$ cat config.mk
export PLATFORM = sky130hd
export DESIGN_NAME = uart_rx
export DESIGN_NICKNAME = d
export VERILOG_FILES = /design/src/rtl/uart_rx.sv
export SDC_FILE = /design/constraint.sdc
export NUM_CORES = 1
export LEC_CHECK = 0
export ABC_AREA = 1
export CAP_MARGIN = 20
export CORE_MARGIN = 3
export CORE_UTILIZATION = 35
export CTS_BUF_LIST = sky130_fd_sc_hd__clkbuf_2
export DETAILED_ROUTE_END_ITERATION = 8
export SETUP_SLACK_MARGIN = 0.05
export SLEW_MARGIN = 10
export SYNTH_ARGS = -nofsm -noshare
export SYNTH_HDL_FRONTEND = slang
export SYNTH_SLANG_ARGS = --single-unit
$ cat constraint.sdc
create_clock -name clk -period 1.5 [get_ports clk]
set_input_delay 0.3 -clock clk [delete_from_list [all_inputs] [get_ports clk]]
set_output_delay 0.3 -clock clk [all_outputs]
set_load 0.03 [all_outputs]
$ cat src/rtl/uart_rx.sv
`default_nettype none
// +----------------------------------------------------------------------------+
// | uart_rx : 8N1 UART receiver with back-pressured output storage.           |
// | UART_RX_FIFO_EN defined selects a 4-entry FIFO, else one holding register. |
// | Revision: 1.0                                                              |
// +----------------------------------------------------------------------------+
module uart_rx #(
   parameter int CLKS_PER_BIT = 104
) (
   input  logic       clk,
   input  logic       rst,
   input  logic       rx,
   output logic [7:0] data,
   output logic       valid,
   input  logic       ready,
   output logic       frame_err,
   output logic       overrun,
   output logic       busy
);

   localparam int CW = $clog2(CLKS_PER_BIT);
   localparam logic [CW-1:0] c_full_m1 = CW'(CLKS_PER_BIT - 1);
   localparam logic [CW-1:0] c_half_m1 = CW'(CLKS_PER_BIT / 2 - 1);

   typedef enum logic [2:0] {
      S_IDLE  = 3'd0,
      S_START = 3'd1,
      S_DATA  = 3'd2,
      S_STOP  = 3'd3,
      S_BREAK = 3'd4
   } state_t;

   state_t          r_state;
   logic [CW-1:0]   r_cnt;
   logic [2:0]      r_idx;
   logic [7:0]      r_shift;
   logic            r_push;
   logic            r_frame_err;
   logic            r_overrun;
   logic            r_rx_meta;
   logic            r_rx_s;
   logic            w_pop;

   // Synchronizer resets to the idle line level so reset never fakes a start bit.
   always_ff @(posedge clk) begin
      if (!rst) begin
         r_rx_meta <= 1'b1;
         r_rx_s    <= 1'b1;
      end else begin
         r_rx_meta <= rx;
         r_rx_s    <= r_rx_meta;
      end
   end

   always_ff @(posedge clk) begin
      if (!rst) begin
         r_state     <= S_IDLE;
         r_cnt       <= '0;
         r_idx       <= '0;
         r_shift     <= '0;
         r_push      <= 1'b0;
         r_frame_err <= 1'b0;
      end else begin
         r_push      <= 1'b0;
         r_frame_err <= 1'b0;
         case (r_state)
            S_IDLE: begin
               if (!r_rx_s) begin
                  r_state <= S_START;
                  r_cnt   <= '0;
               end
            end
            S_START: begin
               if (r_cnt == c_half_m1) begin
                  r_cnt <= '0;
                  r_idx <= '0;
                  r_state <= r_rx_s ? S_IDLE : S_DATA;
               end else begin
                  r_cnt <= r_cnt + 1'b1;
               end
            end
            S_DATA: begin
               if (r_cnt == c_full_m1) begin
                  r_cnt   <= '0;
                  r_shift <= {r_rx_s, r_shift[7:1]};
                  r_idx   <= r_idx + 1'b1;
                  if (r_idx == 3'd7) r_state <= S_STOP;
               end else begin
                  r_cnt <= r_cnt + 1'b1;
               end
            end
            S_STOP: begin
               if (r_cnt == c_full_m1) begin
                  r_cnt <= '0;
                  if (r_rx_s) begin
                     r_push  <= 1'b1;
                     r_state <= S_IDLE;
                  end else begin
                     r_frame_err <= 1'b1;
                     r_state     <= S_BREAK;
                  end
               end else begin
                  r_cnt <= r_cnt + 1'b1;
               end
            end
            S_BREAK: begin
               if (r_rx_s) r_state <= S_IDLE;
            end
            default: r_state <= S_IDLE;
         endcase
      end
   end

   // r_shift is stable while r_push is high: shifting only happens in DATA.
`ifdef UART_RX_FIFO_EN
   logic [7:0] r_mem [0:3];
   logic [1:0] r_rd;
   logic [1:0] r_wr;
   logic [2:0] r_count;
   logic       w_full;
   logic       w_push_ok;

   assign w_full    = (r_count == 3'd4);
   assign w_pop     = (r_count != 3'd0) && ready;
   assign w_push_ok = r_push && (!w_full || w_pop);

   always_ff @(posedge clk) begin
      if (!rst) begin
         for (int i = 0; i < 4; i++) r_mem[i] <= '0;
         r_rd      <= '0;
         r_wr      <= '0;
         r_count   <= '0;
         r_overrun <= 1'b0;
      end else begin
         if (w_push_ok) begin
            r_mem[r_wr] <= r_shift;
            r_wr        <= r_wr + 2'd1;
         end
         if (w_pop) r_rd <= r_rd + 2'd1;
         r_count <= r_count + {2'b00, w_push_ok} - {2'b00, w_pop};
         if (r_push && !w_push_ok) r_overrun <= 1'b1;
      end
   end

   assign data  = r_mem[r_rd];
   assign valid = (r_count != 3'd0);
`else
   logic [7:0] r_hold;
   logic       r_hold_valid;

   assign w_pop = r_hold_valid && ready;

   always_ff @(posedge clk) begin
      if (!rst) begin
         r_hold       <= '0;
         r_hold_valid <= 1'b0;
         r_overrun    <= 1'b0;
      end else begin
         if (r_push && (!r_hold_valid || w_pop)) begin
            r_hold       <= r_shift;
            r_hold_valid <= 1'b1;
         end else if (w_pop) begin
            r_hold_valid <= 1'b0;
         end
         if (r_push && r_hold_valid && !w_pop) r_overrun <= 1'b1;
      end
   end

   assign data  = r_hold;
   assign valid = r_hold_valid;
`endif

   assign frame_err = r_frame_err;
   assign overrun   = r_overrun;
   assign busy      = (r_state != S_IDLE);

endmodule
`default_nettype wire
======== Word-level counts from Yosys, hierarchy flattened ========
Index checks and enable logic that the tools add are counted.
storage, ports and cells
  register bits ........................... 35
  bits of input ports ..................... 4
  output and inout port bits .............. 12
  logic and storage cells ................. 64
operators by class
  $add $sub $neg .......................... 2
  equality and inequality tests ........... 13
  multiplexer cells ....................... 20
  reduce and logical (&&, ||, !) cells .... 18
operator list
  operator             count
  $mux 3               9
  $mux 7               3
  $pmux 7 s3           1
  $pmux 3 s5           1
  $ne 2x2->1 const B   6
  $add 7x1->7 const B  1
  $eq 7x6->1 const B   1
  $eq 7x7->1 const B   1
  $eq 3x2->1 const B   2
  $eq 3x3->1 const B   2
  $pmux 3 s2           1
  $reduce_and 3->1     2
  $reduce_and 6->1     1
  $reduce_bool 3->1    2
  $logic_and 1x1->1    4
  $mux 1               4
  $reduce_and 2->1     2
  $reduce_bool 2->1    2
  $add 3x1->3 const B  1
  $eq 3x1->1 const B   1
  $logic_not 3->1      1
  $logic_not 1->1      2
  $mux 2               1
  $reduce_or 2->1      1
  $logic_or 1x1->1     1

======== Depth between registers and ports, before layout ========
  depth after elaboration ................. 4
  depth in mapped cells ................... 10
  depth with buffers taken out ............ 10

======== Least setup slack after synthesis ========
No wires, ideal clock.
  path type ............................... register to register
  start point ............................. register r_cnt[0]
  end point ............................... register r_idx[0]
  library setup time ...................... 0.115 ns
  arrival time ............................ 1.253 ns
  data required time ...................... 1.385 ns
  path slack .............................. 0.132 ns
  stages on the path, launching flop included .. 11
  path buffers ............................ 0
  clock period less this slack ............ 1.368 ns
  cell sequence ........................... dfxtp_1 -> ha_1 -> nand2_2 -> nor2_4 -> nand2_4 -> nor2_8 -> inv_6 -> nand2_8 -> nand3_1 -> nand2_1 -> nor2_1
between the ends
  word-level cells in the longest chain between the ends .. 3
  elaborated cells on any way between the ends .. 5
  classes of those cells .................. eq/ne (4); reduce/logical (1)
RTL lines
  item                                      line    RTL
  from (decl)                               34      logic [CW-1:0] r_cnt;
  from (signal assigned)                    79      r_cnt <= r_cnt + 1'b1;
  from (signal assigned)                    89      r_cnt <= r_cnt + 1'b1;
  from (signal assigned)                    103     r_cnt <= r_cnt + 1'b1;
  $eq 7x7->1 or $eq 7x6->1 (tied branches)  83, 74
  $ne 2x2->1 (no source line)               --
  $reduce_and 3->1 (no source line) *       --
  to (signal assigned)                      86      r_idx <= r_idx + 1'b1;
  to (decl)                                 35      logic [2:0] r_idx;
Mark *: on every way between the ends. The rest lies on a longest branch, timed or not.
A chain may end at the register's enable or synchronous reset.

======== Final worst setup path ========
  start point ............................. register r_state[0]
  end point ............................... output port busy
between the ends
  word-level cells in the longest chain between the ends .. 1
RTL lines
  item                    line  RTL
  from (decl)             33    state_t r_state;
  from (signal assigned)  77    r_state <= r_rx_s ? S_IDLE : S_DATA;
  $reduce_bool 3->1       175   assign busy = (r_state != S_IDLE);
  to (decl)               18    output logic busy
No other way between the ends.

==> metrics.csv <==
stage;metric;value;unit
run_status;status;finished clean;
power;peak supply drop;695;uV
critical_path;Critical Path Source;r_state[0];
global_route;largest net degree at the start of global routing;27;
timing;hold slack final;0.480;ns
clocking;worst skew pair latency;0.38;ns
floorplan;# IOs;16;
job;max-cap violation count;0;
place;pre-CTS WS;-0.00281;ns
clocking;root buf cell;clkbuf_2;
power;Gate power share;0.371;
routing;initial drt markers;90;
global_route;initial antenna violation count;0;
floorplan;die height;73.5;um
logic_synthesis;Yosys top cell area share;0.440;
logic_synthesis;Synth Instances;214;
global_route;vias in the first global route;1242;
critical_path;Arr. time, crit path;1.10;ns
critical_path;Crit path max-delay family;flip-flops;
final_layout;final core utilization;0.453;
critical_path;reg2reg path depth;10;
clocking;Max Root-Sink Buffers;2;
power;clock power share;0.183;
floorplan;initial core utilization;0.379;
critical_path;crit path launch type;register;
power;Net Sw Power;978;uW
place;RePlAce Congestion;0.843;
floorplan;die area;5400;um^2
critical_path;CP Class;reg -> out;
timing;Hold Vio Cnt, Final;0;
power;Seq pwr share;0.446;
timing;Final period util;0.935;
worst_hold_path;hold path depth;1;
clocking;CTS tree;yes;
floorplan;Rows;23;
logic_synthesis;Syn Area/Cell;7.44;um^2
worst_hold_path;worst hold path type;reg -> reg;
final_layout;final instance area;1900;um^2
global_route;global-route wire length before repair;5540;um
critical_path;Critical Path RT;1.20;ns
global_route;total track usage;0.133;
clocking;CTS Sinks;35;
power;Total Power;2.47;mW
timing;Final setup viols;0;
timing;Fin Clk Skew;0.0128;ns
final_layout;diode count;0;
critical_path;Reg-to-Reg End;r_cnt[1];
critical_path;worst stage delay on the critical path;0.40;ns
clocking;clock transition at the registers of the reported paths;0.19;ns
place;Detailed Place HPWL;2270;um
worst_hold_path;Min-Delay Endpoint;r_rx_s;
clocking;H-Tree Depth;2;
place;Buffers on Ports;15;
power;Cell Pwr Density;1300;nW/um^2
logic_synthesis;Post-Syn Area;1590;um^2
final_layout;commonest non-fill, non-tap cells in the layout;nor2_1 (53), nand2_1 (30), dfxtp_1 (30), o21ai_0 (18);
logic_synthesis;#FFs+latches synth;35;
global_route;grt ovf;0;
logic_synthesis;syn_nets;221;
routing;Routed WL;3210;um
critical_path;endpoint class of the critical path;primary output;
critical_path;CP Max Fanout;3;
critical_path;Crit-path slowest cell;dfxtp_4;
critical_path;R2R Setup Slk;0.12;ns
power;Sw Share;0.396;
routing;DR vias;1371;
logic_synthesis;leading post-synthesis cells by cell area;dfxtp_1 (44%), nor2_1 (13%), nand2_1 (7.3%);
critical_path;Cell Chain, Critical Path;nor2_4 > nand2_2 > buf_6;
place;dpl cell area;1840;um^2
power;Leakage;0.873;nW
clocking;total CTS buffers;5;
logic_synthesis;sequential element share of the synthesized area;0.440;
timing;Rel. slew slack;0.820;
worst_hold_path;Hold Path Origin;r_rx_meta;
routing;Remaining DRCs;0;
timing;slew of the pin with the lowest slew margin;0.269;ns
routing;antenna-violating nets left;0;
final_layout;area growth from synthesis to layout;19.6;%
logic_synthesis;Yosys cell types;30;
timing;fmax;0.713;GHz
power;Int Pwr;1.49;mW
routing;routed vias/inst;4.68;
routing;DR pass1 iterations;4;
timing;min Tclk post-route;1.40;ns
final_layout;fraction of layout cells with a size suffix above 1;0.247;
routing;wire length per cell after detailed routing;10.9;um
logic_synthesis;area leader, netlist;dfxtp_1;
critical_path;CP Buf/Inv Count;1;
critical_path;reg2reg start;r_cnt[0];
timing;PnR worst setup slack;0.0972;ns
floorplan;Core Region;4200;um^2
floorplan;Die Span X;73.5;um
logic_synthesis;synth warn;0;
final_layout;most common cell after layout, fill and taps aside;nor2_1;
timing;Slew Viols, Final;0;
timing;RSZ-0062 raised after global routing;yes;
final_layout;final net count;249;
[Yosys cell counts, drive strengths merged]
cell type / n
clkinv: 2
o21a: 1
nor3: 5
o21ai: 20
inv: 19
xnor2: 2
ha: 3
a21oi: 8
nand4: 1
nor2: 60
dfxtp: 35
clkbuf: 2
or2: 3
o211ai: 1
nand2: 38
nand3: 13
buf: 1
[power groups by stage]
stage	Clock, mW	Combinational, mW	Sequential (mW)
after floorplan	0	0.637	1.08
after global placement	0	0.815	1.09
after detailed placement	0	0.818	1.09
after CTS	0.472	0.853	1.08
after global routing	0.510	1.02	1.11
final	0.451	0.917	1.10
[registers in the layout, indices dropped and copies added (netlist names)]
register,flops
data,8
frame_err,1
overrun,1
r_cnt,7
r_idx,3
r_push,1
r_rx_meta,1
r_rx_s,1
r_shift,8
r_state,3
valid,1
[how the worst max path moves through the flow]
stage	to	slack, ns	cells past startpoint
2_1_floorplan	r_idx[0]	0.13	10
3_3_place_gp	data[1]	0.02	7
3_5_place_dp	data[1]	-0.003	7
4_1_cts	data[1]	0.03	1
5_1_grt	r_cnt[1]	0.009	10
6_report	busy	0.1	3
[cells by family after synthesis]
group           share of synthesized area
buf+inv                            0.0605
xor+xnor                           0.0110
fa+ha+maj                          0.0236
compound gates                      0.102
flops                               0.440
simple gates                        0.363
[metrics by stage]
step	cells	setup TNS, ns
after floorplan	214	0
after detailed placement	283	-0.00390
final	293	0
after CTS	293	0
after global placement	283	0
after global routing	293	0
[worst register-to-register path, delay by kind of cell, from the launching register on]
kind / cells / cell delay (ns)
compound gates: 1 / 0.09
fa+ha+maj: 1 / 0.15
buf+inv: 2 / 0.08
flops: 1 / 0.40
simple gates: 6 / 0.61
[cell type report]
| type | count | area [um^2] |
|---|---|---|
| clock buffer | 6 | 30.0 |
| clock inverter | 2 | 12.5 |
| fill | 457 | 2300 |
| inverter | 21 | 83.8 |
| multi-input combinational | 155 | 837 |
| sequential | 35 | 714 |
| tap | 50 | 62.6 |
| timing repair buffer | 24 | 164 |
[layer usage]
layer	wire (um)	up-vias	global-route usage
met3	167	7	0.0397
met5	0	-	0
met4	44	0	0.0543
li1	-	740	-
met1	1630	597	0.174
met2	1370	27	0.203
[timing repair]
item                                    CTS  global route
hold buffers                              0             0
buffers inserted                          2             0
endpoints found under the setup margin   17            24
hold endpoints to repair                  0             0
gates resized for setup                  28            23
pin swaps                                 3             2
Note: power is estimated with default switching activity, not from simulation.
==> RTL change 1 (same flow settings) <==
`CLKS_PER_BIT`: 104 -> 208.
--- a/src/rtl/uart_rx.sv
+++ b/src/rtl/uart_rx.sv
@@ -6,5 +6,5 @@
 // +----------------------------------------------------------------------------+
 module uart_rx #(
-   parameter int CLKS_PER_BIT = 104
+   parameter int CLKS_PER_BIT = 208
 ) (
    input  logic       clk,
Function: same outputs for any inputs over 10 cycles, from zero or initial values and one cycle with rst low; that may be too few to reach the edited logic, so the function may still have changed.
==> RTL change 1 against the unedited design <==
Sequential cell count up 1. Maximum frequency up 0.64%. Worst setup slack improved by 0.0090 ns. Design area is 3.2% higher. Area after synthesis decreased by 2.4%. Power shrank 3.8%. Non-clock buffer count up 9. Wire length grew 1.9%. Critical endpoint is now r_state[2]. Largest cell class unchanged. Highest routed layer unchanged.
==> RTL change 1: results (changes against the unedited design) <==
Parameter                              Value

Status
  Status ... finished clean

Cells and area
  Area share of buffers outside the clock network ... 0.1330 (+0.04697)
  Share of final layout cell area taken by clock buffers and inverters ... 0.02101 (-0.001333)
  Total Nets Final ... 245 (-1.6%)
  Summed area of non-filler cells in the final layout ... 0.001966 mm2 (+3.2%)
  Multi-In Gates ... 136 (-12%)
  Number of sequential storage elements ... 36 (+2.9%)
  Non-clock inverter instance count of the final layout ... 26 (+24%)
  Footprint of the multi-input gates ... 768.2 um2 (-8.2%)
  Total area of sequential cells ... 734.5 um2 (+2.8%)

Routing
  Routed wire per std cell ... 11.31 um (+3.3%)
  Wire length reported by the detailed router ... 3269 um (+1.9%)
  Per-cell via count in the routed design ... 4.651 (-0.61%)

Placement
  Placed wire-length estimate ... 2289 um (+0.70%)
  Number of placed instances, taps included ... 274 (-3.2%)
  Placer congestion estimate ... 0.9058 (+7.5%)
  Post-place setup slack ... -0.05494 ns (-0.05212 ns)

Pwr
  Highest ir drop seen on vdd ... 0.5214 mV (-25%)
  P_leak ... 0.8291 nW (-5.0%)

Synth
  Post-synthesis share of cell area spent on full adders, half adders and majority gates ... 0.02414 (+0.0005688)
  Cells taking the most area after synthesis ... dfxtp_1, a21oi_1, nand2_1
  Count of mapped cells out of synthesis ... 202 (-5.6%)
  Post-Synthesis Net Count ... 209 (-5.4%)
  Number of distinct library cell variants in the gate-level netlist after synthesis ... 28 (-6.7%)
  Area share of xor/xnor cells in the synthesized design ... 0.01126 (+0.0002654)
  Leading post-synthesis cells by instance count ... dfxtp_1, nand2_1, a21oi_1, inv_1, nor2_1

Critical path
  Data arrival time of the critical path ... 1.68 ns (+0.58 ns)
  Worst path slowest cell ... dfxtp_2

Global routing
  Met3 usage in global routing ... 0.03719 (-0.002482)
  Global routing usage on met1 ... 0.1898 (+0.01563)
  Largest net degree at the start of global routing ... 18 (-33%)
  First-pass GRT wire length ... 5554 um (+0.25%)
  Met2 track demand over resource in global routing ... 0.1914 (-0.01137)

Timing
  Max Clock Skew ... 0.01449 ns (+0.001690 ns)
  Worst slew margin relative to its limit ... 0.7678 (-0.05232)
==> RTL change 1: repair_timing <==
action                                  4_1_cts  5_1_grt
pin swaps                                     4        6
resized for setup                            37       19
endpoints found under the setup margin       19       22
setup buffers                                 3        4
cloned                                        0        0
==> RTL change 1: path summary, 6_finish.rpt <==
check	depth (start not counted)	end	slack (ns)	from
max reg2reg	8	r_state[2]	0.11	r_cnt[0]
min	1	r_rx_s	0.44	r_rx_meta
min reg2reg	1	r_rx_s	0.44	r_rx_meta
max	8	r_state[2]	0.11	r_cnt[0]
==> RTL change 1: power by group <==
| part | internal [mW] | switching [mW] |
|---|---|---|
| clock | 0.116 | 0.317 |
| sequential | 1.04 | 0.0790 |
| combinational | 0.344 | 0.482 |
| total | 1.50 | 0.878 |
==> RTL change 1: routing by layer <==
layer  vias to the layer above  routed length (um)
li1                        738                   -
met1                       573                1651
met2                        25                1412
met3                         8                 115
met4                         0                  89
met5                         -                   0
==> RTL change 2 (same flow settings) <==
Made on the original files. Re-encode `state_t` (5 states) as Gray code, 3 bits wide.
--- a/src/rtl/uart_rx.sv
+++ b/src/rtl/uart_rx.sv
@@ -24,9 +24,9 @@
 
    typedef enum logic [2:0] {
-      S_IDLE  = 3'd0,
-      S_START = 3'd1,
-      S_DATA  = 3'd2,
-      S_STOP  = 3'd3,
-      S_BREAK = 3'd4
+      S_IDLE  = 3'b000,
+      S_START = 3'b001,
+      S_DATA  = 3'b011,
+      S_STOP  = 3'b010,
+      S_BREAK = 3'b110
    } state_t;
 
Behaviour: no difference found for any inputs over 10 cycles, from zero or initial values and one cycle with rst low; not proved beyond that.
==> RTL change 2 against the unedited design <==
Worst setup slack worse by 0.025 ns. Area after synthesis fell by 3.0%. Worst hold slack lost 0.051 ns. Final cell count shrank 6.5%. Die area decreased by 2.7%. Power is 0.70% higher. Sequential cell count is the same. Non-clock buffer count grew 1. Register-to-register slack lost 0.05 ns. Design area up 0.66%. Wire length decreased by 5.0%. Largest cell class unchanged.
==> RTL change 2: results (changes against the unedited design) <==
Parameter                              Value

Cells and area
  Total Nets Final ... 230 (-7.6%)
  Non-filler cells in the finished layout ... 274 (-6.5%)
  Share of layout cells above drive strength 1 ... 0.2813 (+0.03434)
  Inserted Diodes ... 0 (unchanged)
  Count of filler cells inserted in the layout ... 440 (-3.7%)

Pwr
  Sw Ratio ... 0.4045 (+0.008340)
  P_leak ... 0.8384 nW (-3.9%)
  Highest ir drop seen on vdd ... 0.8106 mV (+17%)

Routing
  Routed wire per std cell ... 11.12 um (+1.6%)
  Number of detailed-route iterations in the first pass ... 4 (unchanged)
  Per-cell via count in the routed design ... 4.668 (-0.24%)
  Violation count after the first detailed-route iteration ... 56 (-38%)

Status
  Status ... finished clean

Placement
  Placed standard-cell area ... 0.001779 mm2 (-3.5%)
  Buffers added on ports ... 15 (unchanged)
  Post-place setup slack ... 0.03719 ns (+0.04000 ns)
  Placed wire-length estimate ... 2088 um (-8.1%)
  Placer congestion estimate ... 0.8070 (-4.2%)
  Number of placed instances, taps included ... 261 (-7.8%)

Synth
  FFs w/ async S/R, synth ... 0 (unchanged)
  Top_reg_cell synth ... dfxtp_1
  Register area share after synthesis ... 0.4534 (+0.01354)
  Post-Synthesis Net Count ... 203 (-8.1%)
  Synthesis warning total ... 0 (unchanged)
  Mean area per synthesized cell ... 7.884 um2 (+5.9%)
  Cells taking the most area after synthesis ... dfxtp_1, nand2_1, a21oi_1
  Leading post-synthesis cells by instance count ... dfxtp_1, nand2_1, a21oi_1, inv_1, nor2_1
  Number of distinct library cell variants in the gate-level netlist after synthesis ... 28 (-6.7%)

Global routing
  Number of global-route vias before repair ... 1257 (+1.2%)
  Antenna violations before repair ... 0 (unchanged)
  Largest net degree at the start of global routing ... 23 (-15%)
  Total GRT Usage ... 0.1328 (about the same)
  First-pass GRT wire length ... 5547 um (+0.13%)

Timing
  Worst slew margin relative to its limit ... 0.8046 (-0.01556)
  Max Clock Skew ... 0.02058 ns (+0.007785 ns)

Critical path
  Critical-path maximum fanout ... 5 (+2)
  Data arrival time of the critical path ... 1.74 ns (+0.64 ns)
  Kind of cell with the highest combined delay on the critical path ... simple AND/OR/NAND/NOR gates
  Largest stage delay on the critical path ... 0.41 ns
  Worst path slowest cell ... dfxtp_2

Clock network
  Worst-skew pair later-pin latency ... 0.39 ns
  Root Driver ... clkbuf_2
  Clk slew on worst S/H paths ... 0.20 ns
  Depth of the CTS H-tree ... 2 (unchanged)
  Number of buffers created by CTS ... 5 (unchanged)
  Number of buffers between clock root and the deepest sink ... 2 (unchanged)

Worst hold path
  Worst hold-check path type ... register to register
==> RTL change 2: worst paths after layout <==
| check | cells past startpoint | start | endpoint | slack [ns] |
|---|---|---|---|---|
| min reg2reg | 1 | r_rx_meta | r_rx_s | 0.43 |
| max | 9 | r_cnt[1] | r_shift[6] | 0.07 |
| min | 1 | r_rx_meta | r_rx_s | 0.43 |
| max reg2reg | 9 | r_cnt[1] | r_shift[6] | 0.07 |
==> RTL change 2: cells by family after synthesis <==
logic type | share of synthesized area
buffers and inverters | 0.08259
AO/OA/AOI/OAI | 0.1506
AND/OR/NAND/NOR | 0.2777
adder cells (fa/ha/maj) | 0.02429
XOR/XNOR | 0.01134
flip-flops | 0.4534
==> RTL change 2: area by class of cell <==
type / count / area (um2) / area share
multi-input combinational: 129 / 770.7 / 0.4021
sequential: 35 / 710.7 / 0.3708
timing repair buffer: 25 / 224.0 / 0.1168
inverter: 27 / 103.9 / 0.05418
tap: 50 / 62.56 / 0.03264
clock buffer: 5 / 25.02 / 0.01305
clock inverter: 3 / 20.02 / 0.01044
==> RTL change 2: metal layers <==
metal | GRT usage | up-vias | part of all wire
met3 | 0.03324 | 7 | 0.041
met2 | 0.1972 | 17 | 0.44
met5 | 0 | - | 0
met1 | 0.1806 | 567 | 0.50
met4 | 0.06148 | 0 | 0.020
li1 | - | 688 | -
==> RTL change 2: power groups by stage <==
stage               Sequential (mW)  Clock, mW  Combinational [mW]
finish                         1.10      0.456               0.933
floorplan                      1.10          0               0.613
global route                   1.11      0.508                1.07
global placement               1.11          0               0.789
CTS                            1.09      0.474               0.844
detailed placement             1.11          0               0.789
==> RTL change 2: what timing repair did <==
action | in CTS | in global routing
hold buffers | 0 | 0
setup buffers | 3 | 1
pin swaps | 2 | 5
cloned | 1 | 0
setup endpoints to repair | 23 | 20
gates resized for setup | 33 | 27
